### src/rtl/neurosync_pkg.sv
// Purpose: shared state encodings and opcode constants for the NeuroSync controller.
// Latency: n/a (declarations only).
// Backpressure: n/a.
//
// Contents: state_t (4-bit state codes, also exported on db_estado), OP_FAIXA.
package neurosync_pkg;

    typedef enum logic [3:0] {
        ST_INICIAL          = 4'b0000,
        ST_PREPARACAO       = 4'b0001,
        ST_ESCOLHE_MODO     = 4'b0010,
        ST_PREPARA_JOGO     = 4'b0011,
        ST_PREPARA_PERGUNTA = 4'b0100,
        ST_AGUARDA_MED      = 4'b0101,
        ST_AGUARDA_RESP     = 4'b0110,
        ST_ESTOURO          = 4'b0111,
        ST_FEEDBACK         = 4'b1000,
        ST_GANHOU           = 4'b1001,
        ST_PROXIMA_PERGUNTA = 4'b1010,
        ST_PERDEU           = 4'b1011
    } state_t;

    // Opcode that selects a band measurement instead of a play.
    localparam logic [1:0] OP_FAIXA = 2'b11;

endpackage

### src/rtl/neurosync_timeout_timer.sv
// Purpose: per-question response timer; flags expiry on its last allowed count.
// Latency: expired is combinational from the count; count advances one per enabled cycle.
// Backpressure: none; clear has priority over enable, count holds at its last value.
//
// Ports: clock, reset (async, active-high), clear, enable -> expired.
module neurosync_timeout_timer #(
    parameter int TIMEOUT_CYCLES = 50_000_000,
    localparam int T_W = (TIMEOUT_CYCLES > 1) ? $clog2(TIMEOUT_CYCLES) : 1
) (
    input  logic clock,
    input  logic reset,
    input  logic clear,
    input  logic enable,
    output logic expired
);

    localparam logic [T_W-1:0] LAST = T_W'(TIMEOUT_CYCLES - 1);

    logic [T_W-1:0] count_q;

    // Counting 0..TIMEOUT_CYCLES-1 and flagging the last value makes the
    // owner leave its wait state exactly TIMEOUT_CYCLES cycles after entry.
    always_ff @(posedge clock or posedge reset) begin
        if (reset) begin
            count_q <= '0;
        end else if (clear) begin
            count_q <= '0;
        end else if (enable && (count_q != LAST)) begin
            count_q <= count_q + T_W'(1);
        end
    end

    assign expired = (count_q == LAST);

endmodule

### src/rtl/neurosync_controller_param_uc.sv
// Purpose: NeuroSync game control unit - mode select, per-question sequencing, win/lose.
// Latency: Moore outputs, valid one clock after the input pulse that caused the transition.
// Backpressure: none; pulses arriving in states that do not use them are dropped.
//
// Ports: clock, reset (async, active-high); jogar_det, confirma_det, opcode[1:0],
//   acertou_faixa, acertou_play, pronto_play in; zera, registra_modo, zera_prep_jogo,
//   set_pos, medir, jogando, pergunta[Q_W], erros[E_W], estourou, ganhou_o, perdeu_o,
//   db_estado[3:0] out.
// Build option: define NEUROSYNC_TIMEOUT_EN to enable the response timeout, error
//   counter and lose condition; otherwise the wait states wait forever.
module neurosync_controller_param_uc
    import neurosync_pkg::*;
#(
    parameter int NUM_QUESTIONS  = 8,
    parameter int MAX_ERRORS     = 3,
    parameter int TIMEOUT_CYCLES = 50_000_000,
    localparam int Q_W = $clog2(NUM_QUESTIONS),
    localparam int E_W = $clog2(MAX_ERRORS + 1)
) (
    input  logic           clock,
    input  logic           reset,
    input  logic           jogar_det,
    input  logic           confirma_det,
    input  logic [1:0]     opcode,
    input  logic           acertou_faixa,
    input  logic           acertou_play,
    input  logic           pronto_play,
    output logic           zera,
    output logic           registra_modo,
    output logic           zera_prep_jogo,
    output logic           set_pos,
    output logic           medir,
    output logic           jogando,
    output logic [Q_W-1:0] pergunta,
    output logic [E_W-1:0] erros,
    output logic           estourou,
    output logic           ganhou_o,
    output logic           perdeu_o,
    output logic [3:0]     db_estado
);

    // Reject configurations the counters cannot represent.
    if (NUM_QUESTIONS < 2 || MAX_ERRORS < 1 || TIMEOUT_CYCLES < 2) begin : g_bad_cfg
        $error("neurosync_controller_param_uc: illegal parameter set");
    end

    localparam logic [Q_W-1:0] Q_LAST = Q_W'(NUM_QUESTIONS - 1);

    state_t         state_q;
    state_t         state_d;
    logic [Q_W-1:0] pergunta_q;
    logic           tmo_hit;
    logic           in_wait;

    assign in_wait = (state_q == ST_AGUARDA_MED) || (state_q == ST_AGUARDA_RESP);

`ifdef NEUROSYNC_TIMEOUT_EN
    localparam logic [E_W-1:0] E_MAX  = E_W'(MAX_ERRORS);
    localparam logic [E_W-1:0] E_LAST = E_W'(MAX_ERRORS - 1);

    logic [E_W-1:0] erros_q;
    logic           timer_clear;

    assign timer_clear = (state_q == ST_PREPARACAO) || (state_q == ST_PREPARA_PERGUNTA);

    neurosync_timeout_timer #(
        .TIMEOUT_CYCLES (TIMEOUT_CYCLES)
    ) u_timer (
        .clock   (clock),
        .reset   (reset),
        .clear   (timer_clear),
        .enable  (in_wait),
        .expired (tmo_hit)
    );

    // Cleared on the way into preparacao so a new game shows zero at once.
    always_ff @(posedge clock or posedge reset) begin
        if (reset) begin
            erros_q <= '0;
        end else if (state_d == ST_PREPARACAO) begin
            erros_q <= '0;
        end else if ((state_q == ST_ESTOURO) && (erros_q != E_MAX)) begin
            erros_q <= erros_q + E_W'(1);
        end
    end

    assign erros = erros_q;
`else
    assign tmo_hit = 1'b0;
    assign erros   = '0;
`endif

    always_ff @(posedge clock or posedge reset) begin
        if (reset) begin
            state_q <= ST_INICIAL;
        end else begin
            state_q <= state_d;
        end
    end

    always_ff @(posedge clock or posedge reset) begin
        if (reset) begin
            pergunta_q <= '0;
        end else if (state_d == ST_PREPARACAO) begin
            pergunta_q <= '0;
        end else if ((state_q == ST_PROXIMA_PERGUNTA) && (pergunta_q != Q_LAST)) begin
            pergunta_q <= pergunta_q + Q_W'(1);
        end
    end

    assign pergunta = pergunta_q;

    // Next state. In the wait states a success is checked before expiry so
    // a response landing on the last allowed cycle still counts.
    always_comb begin
        state_d = state_q;
        case (state_q)
            ST_INICIAL:          if (jogar_det) state_d = ST_PREPARACAO;
            ST_PREPARACAO:       state_d = ST_ESCOLHE_MODO;
            ST_ESCOLHE_MODO:     if (confirma_det) state_d = ST_PREPARA_JOGO;
            ST_PREPARA_JOGO:     state_d = ST_PREPARA_PERGUNTA;
            ST_PREPARA_PERGUNTA: state_d = (opcode == OP_FAIXA) ? ST_AGUARDA_MED
                                                                : ST_AGUARDA_RESP;
            ST_AGUARDA_MED: begin
                if (acertou_faixa)  state_d = ST_FEEDBACK;
                else if (tmo_hit)   state_d = ST_ESTOURO;
            end
            ST_AGUARDA_RESP: begin
                if (acertou_play && pronto_play) state_d = ST_FEEDBACK;
                else if (tmo_hit)                state_d = ST_ESTOURO;
            end
`ifdef NEUROSYNC_TIMEOUT_EN
            ST_ESTOURO:          state_d = (erros_q == E_LAST) ? ST_PERDEU : ST_FEEDBACK;
            ST_PERDEU:           if (jogar_det) state_d = ST_PREPARACAO;
`endif
            ST_FEEDBACK: begin
                if (confirma_det)
                    state_d = (pergunta_q == Q_LAST) ? ST_GANHOU : ST_PROXIMA_PERGUNTA;
            end
            ST_PROXIMA_PERGUNTA: state_d = ST_PREPARA_PERGUNTA;
            ST_GANHOU:           if (jogar_det) state_d = ST_PREPARACAO;
            default:             state_d = ST_INICIAL;
        endcase
    end

    // Moore output decode.
    always_comb begin
        zera           = 1'b0;
        registra_modo  = 1'b0;
        zera_prep_jogo = 1'b0;
        set_pos        = 1'b0;
        medir          = 1'b0;
        jogando        = 1'b0;
        ganhou_o       = 1'b0;
        case (state_q)
            ST_PREPARACAO:       zera           = 1'b1;
            ST_ESCOLHE_MODO:     registra_modo  = 1'b1;
            ST_PREPARA_JOGO:     zera_prep_jogo = 1'b1;
            ST_PREPARA_PERGUNTA: begin
                set_pos = 1'b1;
                jogando = 1'b1;
            end
            ST_AGUARDA_MED: begin
                medir   = 1'b1;
                jogando = 1'b1;
            end
            ST_AGUARDA_RESP:     jogando        = 1'b1;
            ST_PROXIMA_PERGUNTA: jogando        = 1'b1;
            ST_GANHOU:           ganhou_o       = 1'b1;
            default: ;
        endcase
    end

`ifdef NEUROSYNC_TIMEOUT_EN
    assign estourou = (state_q == ST_ESTOURO);
    assign perdeu_o = (state_q == ST_PERDEU);
`else
    assign estourou = 1'b0;
    assign perdeu_o = 1'b0;
`endif

    assign db_estado = state_q;

endmodule

### config.mk
export PLATFORM = sky130hd
export DESIGN_NAME = neurosync_controller_param_uc
export DESIGN_NICKNAME = d
export VERILOG_FILES = /design/src/rtl/neurosync_pkg.sv /design/src/rtl/neurosync_timeout_timer.sv /design/src/rtl/neurosync_controller_param_uc.sv
export SDC_FILE = /design/constraint.sdc
export NUM_CORES = 1
export LEC_CHECK = 0
export BUFFER_PORTS_ARGS = -buffer_cell sky130_fd_sc_hd__buf_2
export CORE_MARGIN = 2
export CORE_UTILIZATION = 25
export DETAILED_ROUTE_END_ITERATION = 16
export PLACE_DENSITY = 0.5
export REMOVE_ABC_BUFFERS = 1
export SYNTH_ARGS = -nofsm -noshare
export SYNTH_HDL_FRONTEND = slang
export SYNTH_SLANG_ARGS = --single-unit
### constraint.sdc
create_clock -name clock -period 1.7 [get_ports clock]
set_input_delay 0.085 -clock clock [delete_from_list [all_inputs] [get_ports clock]]
set_output_delay 0.085 -clock clock [all_outputs]
set_load 0.01 [all_outputs]
==> impl_results.md <==
- Outcome: complete, no violations
- Post-layout util: 37.2%
- Routability cong.: 0.742
- Sequential area share after synthesis: 27.5%
- 1st-pass router iterations: 1
- Ys flop type: dfrtp_1
- R2R setup slack: 0.02 ns
- Ports: 27
- Vias in the first global route: 586
- Async set-reset flop share out of synthesis: 100%
- Crit share post-route: 99.1%
- Skew-Pair Late Insertion Delay: 0.25 ns
- Worst setup EP type: flip-flop
- Worst-case clock buffer depth: 2
- Met3 usage: 2.19%
- DIE AREA: 2970 sq um
- Synth Cell Area: 637 sq um
- Via count: 619
- Starting Density: 25.9%
- Setup TNS: 0 ns
- CP Data Required Time: 1.81 ns
- Worst Hold Slack: 0.234 ns
- Antenna-violating nets left: 0
- Synth top area cells: dfrtp_1 (28%), buf_4 (7.1%), a41oi_1 (5.5%)
- Clock Pin Slew Worst Setup and Hold Paths: 0.05 ns
- Die X: 54.5 um
- Time the worst path needs with I/O delays and setup: 1.68 ns
- Gate Count Post-Synth: 68
- First-pass GRT wire length: 2530 um
- Largest net degree at the start of global routing: 16
- Critical Path Source Type: flip-flop
- Synth cell types: 34
- Setup violators final: 0
- Cell Pwr Density: 1580 nW/um^2
- Commonest cells post-synth: dfrtp_1 (7), buf_4 (6), inv_1 (6)
- Placement Rows: 18
- Final Max Slew Viols: 0
- DR vias/cell: 4.87
- #FFs+latches synth: 7
- Dpl hpwl: 1200 um
- Maximum clock rate: 594 MHz
- Post-synth EDFFs: 0
- Critical-path cell list: ha_2 -> ha_4 -> nor3b_2 -> mux2_4 -> a221oi_4 -> a41oi_2
- Leakage Power: 0.433 nW
- Total wire length: 1690 um
- Most Crowded Layer GR: met2
- Sink Count: 7
- Aggregate global-route resource usage: 11.9%
- CTS HTree Levels: 1
- WS Path Type: reg2reg
- Synth top area share: 27.5%
- Count leader, synth: dfrtp_1
- Synth Warn #: 0
- Number of buffers created by CTS: 3
- Die height: 54.5 um
- CP Data Arrival Time: 1.79 ns
- Port Buf Inserts: 22
- CTS tree: built
- Worst min path class: in2reg
- Layout area overhead: 43.2%
- Initial antenna violation count: 0
- Hold Vio Cnt, Final: 0
- VDD IR max: 0.770 mV
- RSZ-0062 raised after global routing: yes
- Syn avg cell area: 9.37 sq um
- CP Max Fanout: 4
- Fin nets: 109
- Clock Tree Root: clkbuf_4
- Clk_skew: 0.000411 ns
- Core ar.: 2450 sq um
- Max_cap viols: 0
- DRC Markers: 0
- CP max stage delay: 0.37 ns
- Most area-hungry cell type in the Yosys netlist: dfrtp_1
- Routing usage on met1: 15.7%
- Iter 0 DRT Violations: 0
- Slowest CP cell: dfrtp_1
- Met2 usage: 17.9%
- Layout cells sized above 1: 50.5%
- WL/cell: 13.3 um
- Antenna fix cells: 0
- Overflow left after global routing: 0
## per-stage QoR
| step | instances | worst slack, ns | cell area (sq um) | total power (W) |
|---|---|---|---|---|
| finish | 127 | 0.0151 | 912 | 0.00144 |
| global route | 127 | -0.0515 | 912 | 0.00157 |
| CTS | 125 | 0.00766 | 820 | 0.00129 |
| detailed placement | 120 | -0.0258 | 772 | 0.00109 |
| global placement | 120 | 0.0261 | 772 | 0.00109 |
| floorplan | 63 | 0.0427 | 587 | 0.000800 |
## kinds of logic after synthesis
group | synth area share (%)
AOI/OAI and AO/OA | 23.0
buffers and inverters | 13.2
DFF | 27.5
and+or+nand+nor | 23.6
muxes | 5.50
other | 0.589
adders and majority gates | 3.93
xor gates and xnor gates | 2.75
## state kept, by name, summed over array words and instances, names as in the netlist
name,flops
pergunta,3
db_estado,4
## worst max-delay path: cells and delay by family (launching register included)
| kind | cells | cell delay (ns) |
|---|---|---|
| adders and majority gates | 2 | 0.34 |
| AOI/OAI and AO/OA | 2 | 0.51 |
| and+or+nand+nor | 1 | 0.04 |
| muxes | 1 | 0.28 |
| DFF | 1 | 0.37 |
## report_power, final
group	leakage, nW	internal, W	switching, W
logic	0.329	0.000423	0.000480
clock network	0.0150	0.0000896	0.0000616
registers	0.0888	0.000233	0.000152
total	0.433	0.000746	0.000694
## final timing paths
kind / cells past startpoint / startpoint / to
min in group asynchronous: 3 / reset / pergunta[0]
min reg2reg: 2 / pergunta[1] / pergunta[1]
max reg2reg: 6 / pergunta[1] / pergunta[2]
min: 4 / opcode[1] / db_estado[1]
max: 6 / pergunta[1] / pergunta[2]
max in group asynchronous: 3 / reset / db_estado[3]
## layer usage
| layer | vias up | wire (um) |
|---|---|---|
| met5 | - | 0 |
| met4 | 0 | 12 |
| met3 | 2 | 62 |
| met2 | 14 | 873 |
| met1 | 296 | 739 |
| li1 | 307 | - |
## repair_timing
action | in CTS | in global routing
setup buffers | 0 | 2
hold buffers | 1 | 0
hold endpoints to repair | 7 | 0
resized for setup | 1 | 14
endpoints found under the setup margin | 3 | 5
pin swaps | 0 | 5
## layout make-up
cell class / instances / area [sq um]
multi-input cells: 50 / 474
well taps: 30 / 37.5
fillers: 259 / 1540
inverters: 6 / 22.5
clock buffers: 4 / 26.3
repair buffers: 30 / 173
flip-flops and latches: 7 / 179
## placed cells by master, fill, tap and decap left out, drive strengths merged, types with 2 or more instances in the layout
master / n
nor2: 3
a41oi: 4
clkbuf: 4
nand2: 2
buf: 29
dfrtp: 7
inv: 6
nor3: 4
nor4bb: 2
nor3b: 3
a221oi: 2
nor2b: 2
mux2i: 2
nand2b: 4
ha: 2
a21oi: 3
conb: 4
Note: power is estimated with default switching activity, not from simulation.
